`config.mk`:
```
export PLATFORM = sky130hd
export DESIGN_NAME = z80_io_responder_flat
export DESIGN_NICKNAME = d
export VERILOG_FILES = /design/src/rtl/z80_io_responder_if.sv /design/src/rtl/z80_io_responder.sv /design/src/flat_wrapper.sv
export SDC_FILE = /design/constraint.sdc
export NUM_CORES = 1
export LEC_CHECK = 0
export BUFFER_PORTS_ARGS = -buffer_cell sky130_fd_sc_hd__buf_2
export CAP_MARGIN = 15
export CORE_MARGIN = 2
export CORE_UTILIZATION = 55
export DETAILED_ROUTE_END_ITERATION = 6
export GPL_ROUTABILITY_DRIVEN = 0
export GPL_TIMING_DRIVEN = 0
export MAX_ROUTING_LAYER = met4
export PLACE_DENSITY = 0.81
export SLEW_MARGIN = 20
export SYNTH_ARGS = -nofsm -noshare
export SYNTH_HDL_FRONTEND = slang
export SYNTH_SLANG_ARGS = --single-unit
export TNS_END_PERCENT = 50
```
`constraint.sdc`:
```
create_clock -name clk -period 3 [get_ports clk]
set_clock_uncertainty 0.2 [all_clocks]
set_input_delay 0.6 -clock clk [delete_from_list [all_inputs] [get_ports clk]]
set_output_delay 0.6 -clock clk [all_outputs]
set_load 0.02 [all_outputs]
```
`src/rtl/z80_io_responder_if.sv`:
```
// Z80 I/O bus, TX byte stream and RX byte stream seen by the I/O responder.
// The slave modport is the responder; the master modport is the CPU/consumer/producer side.
interface z80_io_responder_if;
  logic [7:0] addr;
  logic [7:0] data_in;
  logic [7:0] data_out;
  logic       data_oe;
  logic       iorq_n;
  logic       rd_n;
  logic       wr_n;
  logic       m1_n;
  logic       wait_n;
  logic [7:0] tx_data;
  logic       tx_valid;
  logic       tx_ready;
  logic [7:0] rx_data;
  logic       rx_valid;
  logic       rx_ready;

  modport slave (
    input  addr, data_in, iorq_n, rd_n, wr_n, m1_n, tx_ready, rx_data, rx_valid,
    output data_out, data_oe, wait_n, tx_data, tx_valid, rx_ready
  );

  modport master (
    output addr, data_in, iorq_n, rd_n, wr_n, m1_n, tx_ready, rx_data, rx_valid,
    input  data_out, data_oe, wait_n, tx_data, tx_valid, rx_ready
  );
endinterface

```
`src/rtl/z80_io_responder.sv`:
```
// Z80 I/O-space responder: data port at BASE_ADDR feeds a TX FIFO / reads an RX holding
// register, status port at BASE_ADDR+1; WAIT is asserted while writing into a full FIFO.
module z80_io_responder #(
  parameter logic [7:0] BASE_ADDR  = 8'h10,
  parameter int         FIFO_DEPTH = 4
) (
  input logic               clk,
  input logic               reset,
  z80_io_responder_if.slave bus
);
  localparam int             PW       = $clog2(FIFO_DEPTH);
  localparam int             CW       = PW + 1;
  localparam logic [CW-1:0]  FULL_CNT = CW'(FIFO_DEPTH);

  typedef enum logic [1:0] {IDLE, ACCESS, STALL} state_t;

  state_t        state_q, state_d;
  logic [7:0]    data_out_q, data_out_d;
  logic          data_oe_q, data_oe_d;
  logic          wait_n_q, wait_n_d;
  logic [7:0]    wdata_q, wdata_d;
  logic          rx_full_q, rx_full_d;
  logic [7:0]    rx_byte_q, rx_byte_d;
  logic [PW-1:0] wr_ptr_q, wr_ptr_d;
  logic [PW-1:0] rd_ptr_q, rd_ptr_d;
  logic [CW-1:0] count_q, count_d;
  logic [7:0]    mem_q [FIFO_DEPTH];

  logic       sel, rd_strb, wr_strb;
  logic       fifo_full, tx_valid, pop, push, rd_clear, rx_cap;
  logic [7:0] push_byte;

  // Interrupt acknowledge (IORQ and M1 both low) never selects the device.
  assign sel       = (bus.addr[7:1] == BASE_ADDR[7:1]) & ~bus.iorq_n & bus.m1_n;
  assign rd_strb   = sel & ~bus.rd_n;
  assign wr_strb   = sel & ~bus.wr_n;
  assign fifo_full = (count_q == FULL_CNT);
  assign tx_valid  = (count_q != '0);
  assign pop       = tx_valid & bus.tx_ready;
  assign rx_cap    = bus.rx_valid & ~rx_full_q;

  always_comb begin
    state_d    = state_q;
    data_out_d = data_out_q;
    data_oe_d  = data_oe_q;
    wait_n_d   = wait_n_q;
    wdata_d    = wdata_q;
    push       = 1'b0;
    push_byte  = bus.data_in;
    rd_clear   = 1'b0;
    unique case (state_q)
      IDLE: begin
        if (rd_strb) begin
          data_oe_d = 1'b1;
          state_d   = ACCESS;
          if (!bus.addr[0]) begin
            data_out_d = rx_full_q ? rx_byte_q : 8'h00;
            rd_clear   = rx_full_q;
          end else begin
            data_out_d = {6'b0, rx_full_q, ~fifo_full};
          end
        end else if (wr_strb) begin
          if (bus.addr[0]) begin
            state_d = ACCESS;
          end else if (!fifo_full) begin
            push    = 1'b1;
            state_d = ACCESS;
          end else begin
            wait_n_d = 1'b0;
            wdata_d  = bus.data_in;
            state_d  = STALL;
          end
        end
      end
      // A pop on the same edge only frees the slot from the next edge on.
      STALL: begin
        if (!fifo_full) begin
          push      = 1'b1;
          push_byte = wdata_q;
          wait_n_d  = 1'b1;
          state_d   = ACCESS;
        end
      end
      ACCESS: begin
        if (!rd_strb && !wr_strb) begin
          data_oe_d = 1'b0;
          state_d   = IDLE;
        end
      end
      default: state_d = IDLE;
    endcase
  end

  always_comb begin
    wr_ptr_d  = push ? wr_ptr_q + 1'b1 : wr_ptr_q;
    rd_ptr_d  = pop  ? rd_ptr_q + 1'b1 : rd_ptr_q;
    count_d   = count_q;
    rx_full_d = rx_full_q;
    rx_byte_d = rx_byte_q;
    unique case ({push, pop})
      2'b10:   count_d = count_q + 1'b1;
      2'b01:   count_d = count_q - 1'b1;
      default: count_d = count_q;
    endcase
    // Capture only happens when empty, so it never collides with a clearing read.
    if (rd_clear) rx_full_d = 1'b0;
    if (rx_cap) begin
      rx_full_d = 1'b1;
      rx_byte_d = bus.rx_data;
    end
  end

  always_ff @(posedge clk or negedge reset) begin
    if (!reset) begin
      state_q    <= IDLE;
      data_out_q <= 8'h00;
      data_oe_q  <= 1'b0;
      wait_n_q   <= 1'b1;
      wdata_q    <= 8'h00;
      rx_full_q  <= 1'b0;
      rx_byte_q  <= 8'h00;
      wr_ptr_q   <= '0;
      rd_ptr_q   <= '0;
      count_q    <= '0;
    end else begin
      state_q    <= state_d;
      data_out_q <= data_out_d;
      data_oe_q  <= data_oe_d;
      wait_n_q   <= wait_n_d;
      wdata_q    <= wdata_d;
      rx_full_q  <= rx_full_d;
      rx_byte_q  <= rx_byte_d;
      wr_ptr_q   <= wr_ptr_d;
      rd_ptr_q   <= rd_ptr_d;
      count_q    <= count_d;
    end
  end

  always_ff @(posedge clk) begin
    if (push) mem_q[wr_ptr_q] <= push_byte;
  end

  assign bus.data_out = data_out_q;
  assign bus.data_oe  = data_oe_q;
  assign bus.wait_n   = wait_n_q;
  assign bus.tx_data  = mem_q[rd_ptr_q];
  assign bus.tx_valid = tx_valid;
  assign bus.rx_ready = ~rx_full_q;
endmodule
```
`src/flat_wrapper.sv`:
```
// flat-port wrapper written by rule: the top's interface ports become plain ports
module z80_io_responder_flat 
#(
  parameter logic [7:0] BASE_ADDR  = 8'h10,
  parameter int         FIFO_DEPTH = 4
)
  (clk, reset, bus_addr, bus_data_in, bus_iorq_n, bus_rd_n, bus_wr_n, bus_m1_n, bus_tx_ready, bus_rx_data, bus_rx_valid, bus_data_out, bus_data_oe, bus_wait_n, bus_tx_data, bus_tx_valid, bus_rx_ready);
  z80_io_responder_if bus_i ();
  input logic clk;
  input logic reset;
  input wire logic [$bits(bus_i.addr)-1:0] bus_addr;
  input wire logic [$bits(bus_i.data_in)-1:0] bus_data_in;
  input wire logic [$bits(bus_i.iorq_n)-1:0] bus_iorq_n;
  input wire logic [$bits(bus_i.rd_n)-1:0] bus_rd_n;
  input wire logic [$bits(bus_i.wr_n)-1:0] bus_wr_n;
  input wire logic [$bits(bus_i.m1_n)-1:0] bus_m1_n;
  input wire logic [$bits(bus_i.tx_ready)-1:0] bus_tx_ready;
  input wire logic [$bits(bus_i.rx_data)-1:0] bus_rx_data;
  input wire logic [$bits(bus_i.rx_valid)-1:0] bus_rx_valid;
  output wire logic [$bits(bus_i.data_out)-1:0] bus_data_out;
  output wire logic [$bits(bus_i.data_oe)-1:0] bus_data_oe;
  output wire logic [$bits(bus_i.wait_n)-1:0] bus_wait_n;
  output wire logic [$bits(bus_i.tx_data)-1:0] bus_tx_data;
  output wire logic [$bits(bus_i.tx_valid)-1:0] bus_tx_valid;
  output wire logic [$bits(bus_i.rx_ready)-1:0] bus_rx_ready;
  assign bus_i.addr = bus_addr;
  assign bus_i.data_in = bus_data_in;
  assign bus_i.iorq_n = bus_iorq_n;
  assign bus_i.rd_n = bus_rd_n;
  assign bus_i.wr_n = bus_wr_n;
  assign bus_i.m1_n = bus_m1_n;
  assign bus_i.tx_ready = bus_tx_ready;
  assign bus_i.rx_data = bus_rx_data;
  assign bus_i.rx_valid = bus_rx_valid;
  assign bus_data_out = bus_i.data_out;
  assign bus_data_oe = bus_i.data_oe;
  assign bus_wait_n = bus_i.wait_n;
  assign bus_tx_data = bus_i.tx_data;
  assign bus_tx_valid = bus_i.tx_valid;
  assign bus_rx_ready = bus_i.rx_ready;
  z80_io_responder #(.BASE_ADDR(BASE_ADDR), .FIFO_DEPTH(FIFO_DEPTH)) u_core (.clk(clk), .reset(reset), .bus(bus_i));
endmodule
```
==> results of run 1 <==
## worst max-delay path: cells and delay by family
kind	cells	cell delay, ps
xor+xnor	2	290
fa+ha+maj	2	400
compound gates	1	230
buf+inv	3	320
simple gates	3	780
## cells in the mapped netlist (2+ instances only)
cell type	n	area [sq um]
a22o_1	6	52.6
and2_1	5	31.3
buf_2	3	15.0
dfrtp_1	35	876
edfxtp_1	32	961
ha_1	5	62.6
inv_1	10	37.5
mux2_2	25	282
mux2i_1	2	20.0
mux4_2	8	180
nand2_1	3	11.3
nand3_1	2	10.0
nor2_1	6	22.5
nor3_1	2	10.0
nor3_2	2	20.0
nor3b_1	2	15.0
o21ai_0	5	25.0
or3_1	2	12.5
xnor2_1	3	26.3
xor2_1	3	26.3
## metal layers
| metal | GRT usage [%] | up-vias |
|---|---|---|
| met4 | 11.3 | 0 |
| met1 | 24.6 | 810 |
| met5 | - | - |
| met2 | 29.7 | 59 |
| li1 | - | 804 |
| met3 | 4.82 | 10 |
## state kept, by name, summed over array words and instances (netlist names)
name / flops
u_core.bus.data_out: 8
u_core.bus.data_oe: 1
u_core.rx_byte_q: 8
u_core.count_q: 3
u_core.wdata_q: 8
u_core.rx_full_q: 1
u_core.state_q: 2
u_core.bus.wait_n: 1
u_core.rd_ptr_q: 2
u_core.mem_q: 32
u_core.wr_ptr_q: 2
## cell type report
| cell class | instances | area share, % |
|---|---|---|
| clock buffers | 14 | 4.16 |
| multi-input cells | 98 | 28.8 |
| flip-flops and latches | 68 | 54.3 |
| clock inverters | 2 | 1.02 |
| plain buffers | 5 | 0.656 |
| inverters | 10 | 1.09 |
| repair buffers | 51 | 7.44 |
| well taps | 70 | 2.55 |
## report_power, final
group	switching, mW	internal [mW]	leakage, nW
logic	0.278	0.238	0.633
clock network	0.308	0.385	0.0887
registers	0.0356	1.03	0.742
## final timing paths
kind / endpoint / slack, ps / depth (start not counted)
setup reg to reg: u_core.count_q[2]$_DFFE_PN0P_ / 700 / 9
setup / recovery: u_core.count_q[2]$_DFFE_PN0P_ / 390 / 11
hold reg to reg: u_core.bus.data_out[0]$_DFFE_PN0P_ / 280 / 1
min in group clk: u_core.bus.data_out[0]$_DFFE_PN0P_ / 280 / 1
max in group asynchronous: u_core.wdata_q[2]$_DFFE_PN0P_ / 1960 / 1
hold / removal: u_core.state_q[1]$_DFFE_PN0P_ / 150 / 1
## placed cells by master (no fill, tap or decap), types with 2 or more instances in the layout
| cell | synthesis | routed |
|---|---|---|
| nor2_1 | 6 | 6 |
| buf_2 | 3 | 54 |
| edfxtp_1 | 32 | 32 |
| nor3_2 | 2 | 2 |
| inv_1 | 10 | 10 |
| nor3b_1 | 2 | 2 |
| mux2i_1 | 2 | 2 |
| ha_1 | 5 | 5 |
| nand2_1 | 3 | 3 |
| mux2_2 | 25 | 25 |
| mux4_2 | 8 | 8 |
| or3_1 | 2 | 2 |
| dfrtp_1 | 35 | 35 |
| a22o_1 | 6 | 6 |
| nand3_1 | 2 | 2 |
| xnor2_1 | 3 | 3 |
| nor3_1 | 2 | 2 |
| clkbuf_1 | 1 | 6 |
| and2_1 | 5 | 5 |
| xor2_1 | 3 | 3 |
| o21ai_0 | 5 | 5 |
| clkbuf_8 | 0 | 9 |
## stage by stage
stage	setup WS, ps	util (%)
final	393	67.2
after global routing	157	67.2
after CTS	405	67.2
after detailed placement	56.8	63.7
after global placement	74.1	63.7
after floorplan	416	-
## cell families after synthesis
family	after synthesis
flip-flops	68
AO/OA/AOI/OAI	16
adder cells (fa/ha/maj)	6
AND/OR/NAND/NOR	35
multiplexers	35
XOR/XNOR	6
buffers and inverters	15
==> flow_summary.ini, run 1 <==
[synthesis]
synthCells = 181
yosys_register_bits = 68
synth_area_sq_um = 2910
synth-compound-area-share_pct = 4.13
yosys.area_share.adder_pct = 2.84
ys_types = 40
synth-main-ff-cell = dfrtp_1
ys_seq_area_share_pct = 64.0
syn_avg_cell_area_sq_um = 16.1
synth_xor_area_share_pct = 1.80
synth-simple-area-share_pct = 8.64
synth_edf_count = 32
synthArstFlopShare_pct = 52.9
ys_warn_count = 0
synthMuxAreaShare_pct = 16.5
synth_fp_nets = 219
synth_top_family_by_area = multiplexers

[global_route]
grt_max_degree = 37
grt_pass1_wl_mm = 8.41
grt-ovfl-total = 0
grt_pass1_vias = 1762
antenna_found_initial = 0
grt_usage_pct = 19.7

[drt]
drtAntennaViolNets = 0
wl_per_cell_microns = 15.5
top_layer = met4
wl_met3_microns = 267
num_vias = 1683
viasPerCell = 5.29
wl_met1_mm = 2.21
route.met2.wl_mm = 2.34
drt_iter0_markers = 94
drc = 0
drt_wl_total_mm = 4.93
dr.pass1.iters = 4

[floorplan]
chipHeight_microns = 76.8
row_count = 26
initial_core_util_pct = 57.0
die_x_microns = 76.8
pin_count = 52
coreArea_sq_um = 5110
die_area_sq_um = 5890

[timing]
fin_crit_sh_pct = 86.9
slew_headroom_pct = 47.6
grt_setup_unrepaired = no
drv_slew = 0
hold_viol = 0
holdWs_ps = 148
fin_crit_ps = 2610
worstMarginPinSlew_ps = 787
fmax_mhz = 384
setup_violations = 0
tns_ps = 0

[worst_setup_path]
cp-start-kind = input port
arrival_ps = 2620
slowest_delay_ps = 390
crit_slowest_cell = nor3_2
startpoint = bus_rd_n
cp.required_ps = 3020
path_class = in -> reg
worstPathMaxFanout = 7
rr_startpoint = u_core.state_q[1]$_DFFE_PN0P_
cp_cell_sequence = buf_2 > nor3b_1 > a41oi_1 > nor3_2 > inv_1 > ha_1 > inv_1 > fa_1 > xor2_1 > nor2_1 > xor2_1
worstSetupEndpointType = flop

[outcome]
outcome = completed

[final_layout]
n_antenna_cell = 0
layout.nets = 281
fillCellCount = 380
drive_above_1_share_pct = 44.0
regArea_sq_um = 1860
area_growth_pct = 17.9
multiInputGateArea_sq_um = 988
fin_area_sq_um = 3430
layout.cells.non_filler = 318

[cts]
hold_buffers = 0
numCtsBuffers = 9
clockRootBuffer = clkbuf_8
numClockSinks = 68
clk_latency_ps = 330
cts_setup_buffers = 0
clk_path_buf_depth = 2
clock_tree.htree_level_count = 3
cts_tree = yes
cts.clk_slew.worst_paths_ps = 60
cts_resized = 0

[power]
p_leak_nw = 1.46
ir_drop_mv = 0.350
totalPowerFinal_mw = 2.28
power_density_nw_per_um2 = 663

[placement]
hpwl_mm = 3.39
io_buffers = 51
place_area_sq_um = 3250
dp_cells = 302

[run]
cap_violations = 0

[min_path]
min_path_type = in -> async
Power figures use the tool's default switching activity.
==> run 2: changes to the inputs <==
Settings changed: CORE_MARGIN 2 to 3, GPL_TIMING_DRIVEN 0 to default.
==> run 2 against run 1 <==
Compared with the run above: wire length grew 5.0%; critical path type is now reg -> out; clock-buffer cell count decreased by 1; critical path depth shrank 9; flip-flop and latch count did not move; hold slack improved by 8.5 ps; combinational power decreased by 14%; register-to-register slack better by 60 ps; non-clock buffer count fell by 4; global-route usage decreased by 0.22 points; first-iteration DRC count is 33% lower; highest routed layer unchanged; maximum frequency fell by 1.6%; critical endpoint is now bus_tx_data[4]; worst setup slack got worse by 42 ps.
==> flow_summary.ini, run 2 (synthesis gave the netlist of run 1 again) <==
[worst_setup_path]
reg2reg_to = u_core.count_q[2]$_DFFE_PN0P_
worstSetupEndpointType = output pin
critical_path_buf_inv_count = 1
cp.required_ps = 2200
worstPathMaxFanout = 10
crit_end = bus_tx_data[4]
cp_top_family = flip-flops
cp.depth = 2
ff2ff_path_depth = 9
path_class = reg -> out
cp-start-kind = flop
rr_startpoint = u_core.state_q[1]$_DFFE_PN0P_
crit_slowest_cell = dfrtp_1
slowest_delay_ps = 750
arrival_ps = 1850
startpoint = u_core.rd_ptr_q[0]$_DFFE_PN0P_
r2r_setup_slack_ps = 760
cp_cell_sequence = mux4_2 > buf_2

[final_layout]
layout_common_cells = 51 x buf_2, 35 x dfrtp_1, 32 x edfxtp_1, 25 x mux2_2, 10 x inv_1
fin_area_sq_um = 3410
n_antenna_cell = 0
drive_above_1_share_pct = 43.4
final_common_cell = buf_2
largest-register = u_core.mem_q
largest_register_ffs = 32
layout.nets = 277
area_growth_pct = 17.2

[cts]
clock_tree.htree_level_count = 3
cts_resized = 0
clockRootBuffer = clkbuf_8
clk_path_buf_depth = 2
numCtsBuffers = 9
hold_buffers = 0
cts_tree = yes
cts_setup_buffers = 0
clk_latency_ps = 330
numClockSinks = 68
cts.clk_slew.worst_paths_ps = 70

[placement]
place_area_sq_um = 3240
hpwl_mm = 3.56
io_buffers = 51

[timing]
setup_violations = 0
drv_slew = 0
worstMarginPinSlew_ps = 796
fin_crit_sh_pct = 88.3
fmax_mhz = 377
hold_viol = 0
slew_headroom_pct = 47.0
tns_ps = 0
fin_crit_ps = 2650
grt_setup_unrepaired = no

[global_route]
grt_pass1_vias = 1749
grt_pass1_wl_mm = 8.73
grt_max_degree = 37
grt-ovfl-total = 0
grt_usage_pct = 19.5
antenna_found_initial = 0

[drt]
drc = 0
drt_iter0_markers = 63
wl_per_cell_microns = 16.6
viasPerCell = 5.44
drt_wl_total_mm = 5.17
drtAntennaViolNets = 0
dr.pass1.iters = 4
num_vias = 1691

[min_path]
min_path_type = in -> async

[power]
power_density_nw_per_um2 = 662
ir_drop_mv = 0.352
p_leak_nw = 1.45

[floorplan]
chipHeight_microns = 78.8
die_x_microns = 78.8
coreArea_sq_um = 4910
die_area_sq_um = 6200
row_count = 25
pin_count = 52
initial_core_util_pct = 59.3

[outcome]
outcome = completed

[run]
cap_violations = 0
run 2: worst min path at each step:
stage,cells past startpoint,start,end,slack (ps)
6_report,1,reset,u_core.rd_ptr_q[1]$_DFFE_PN0P_,160
5_1_grt,1,reset,u_core.rx_byte_q[4]$_DFFE_PN0P_,200
4_1_cts,1,reset,u_core.rx_byte_q[0]$_DFFE_PN0P_,180
3_5_place_dp,1,u_core.rx_byte_q[7]$_DFFE_PN0P_,u_core.bus.data_out[7]$_DFFE_PN0P_,280
3_3_place_gp,1,u_core.rx_byte_q[0]$_DFFE_PN0P_,u_core.bus.data_out[0]$_DFFE_PN0P_,260
2_1_floorplan,0,reset,u_core.bus.data_oe$_DFFE_PN0P_,100
run 2: area by class of cell:
cell class | instances | area (sq um)
sequential | 68 | 1860
fill | 363 | 1500
multi-input combinational | 98 | 988
timing repair buffer | 52 | 263
clock buffer | 13 | 139
tap | 67 | 83.8
clock inverter | 3 | 37.5
inverter | 10 | 37.5
run 2: stage by stage:
step	std cells	worst slack, ps	utilization [%]	power (mW)	hold slack, ps
after CTS	311	303	69.5	2.28	176
after global placement	295	328	65.9	1.59	259
after detailed placement	295	260	65.9	1.60	284
after floorplan	181	416	-	1.46	104
after global routing	311	245	69.5	2.37	204
final	311	351	69.5	2.26	157
run 2: power breakdown:
part | leakage (nW) | switching (mW) | internal, mW
Sequential | 0.742 | 0.0989 | 1.03
Combinational | 0.625 | 0.217 | 0.229
Clock | 0.0867 | 0.305 | 0.380
Total | 1.45 | 0.620 | 1.64
run 2: layer usage:
metal	part of all wire, %	vias up	GRT usage [%]
met5	0	-	-
met4	1.5	0	7.34
met3	5.2	12	5.33
met2	50	53	30.2
met1	44	831	24.9
li1	-	795	-
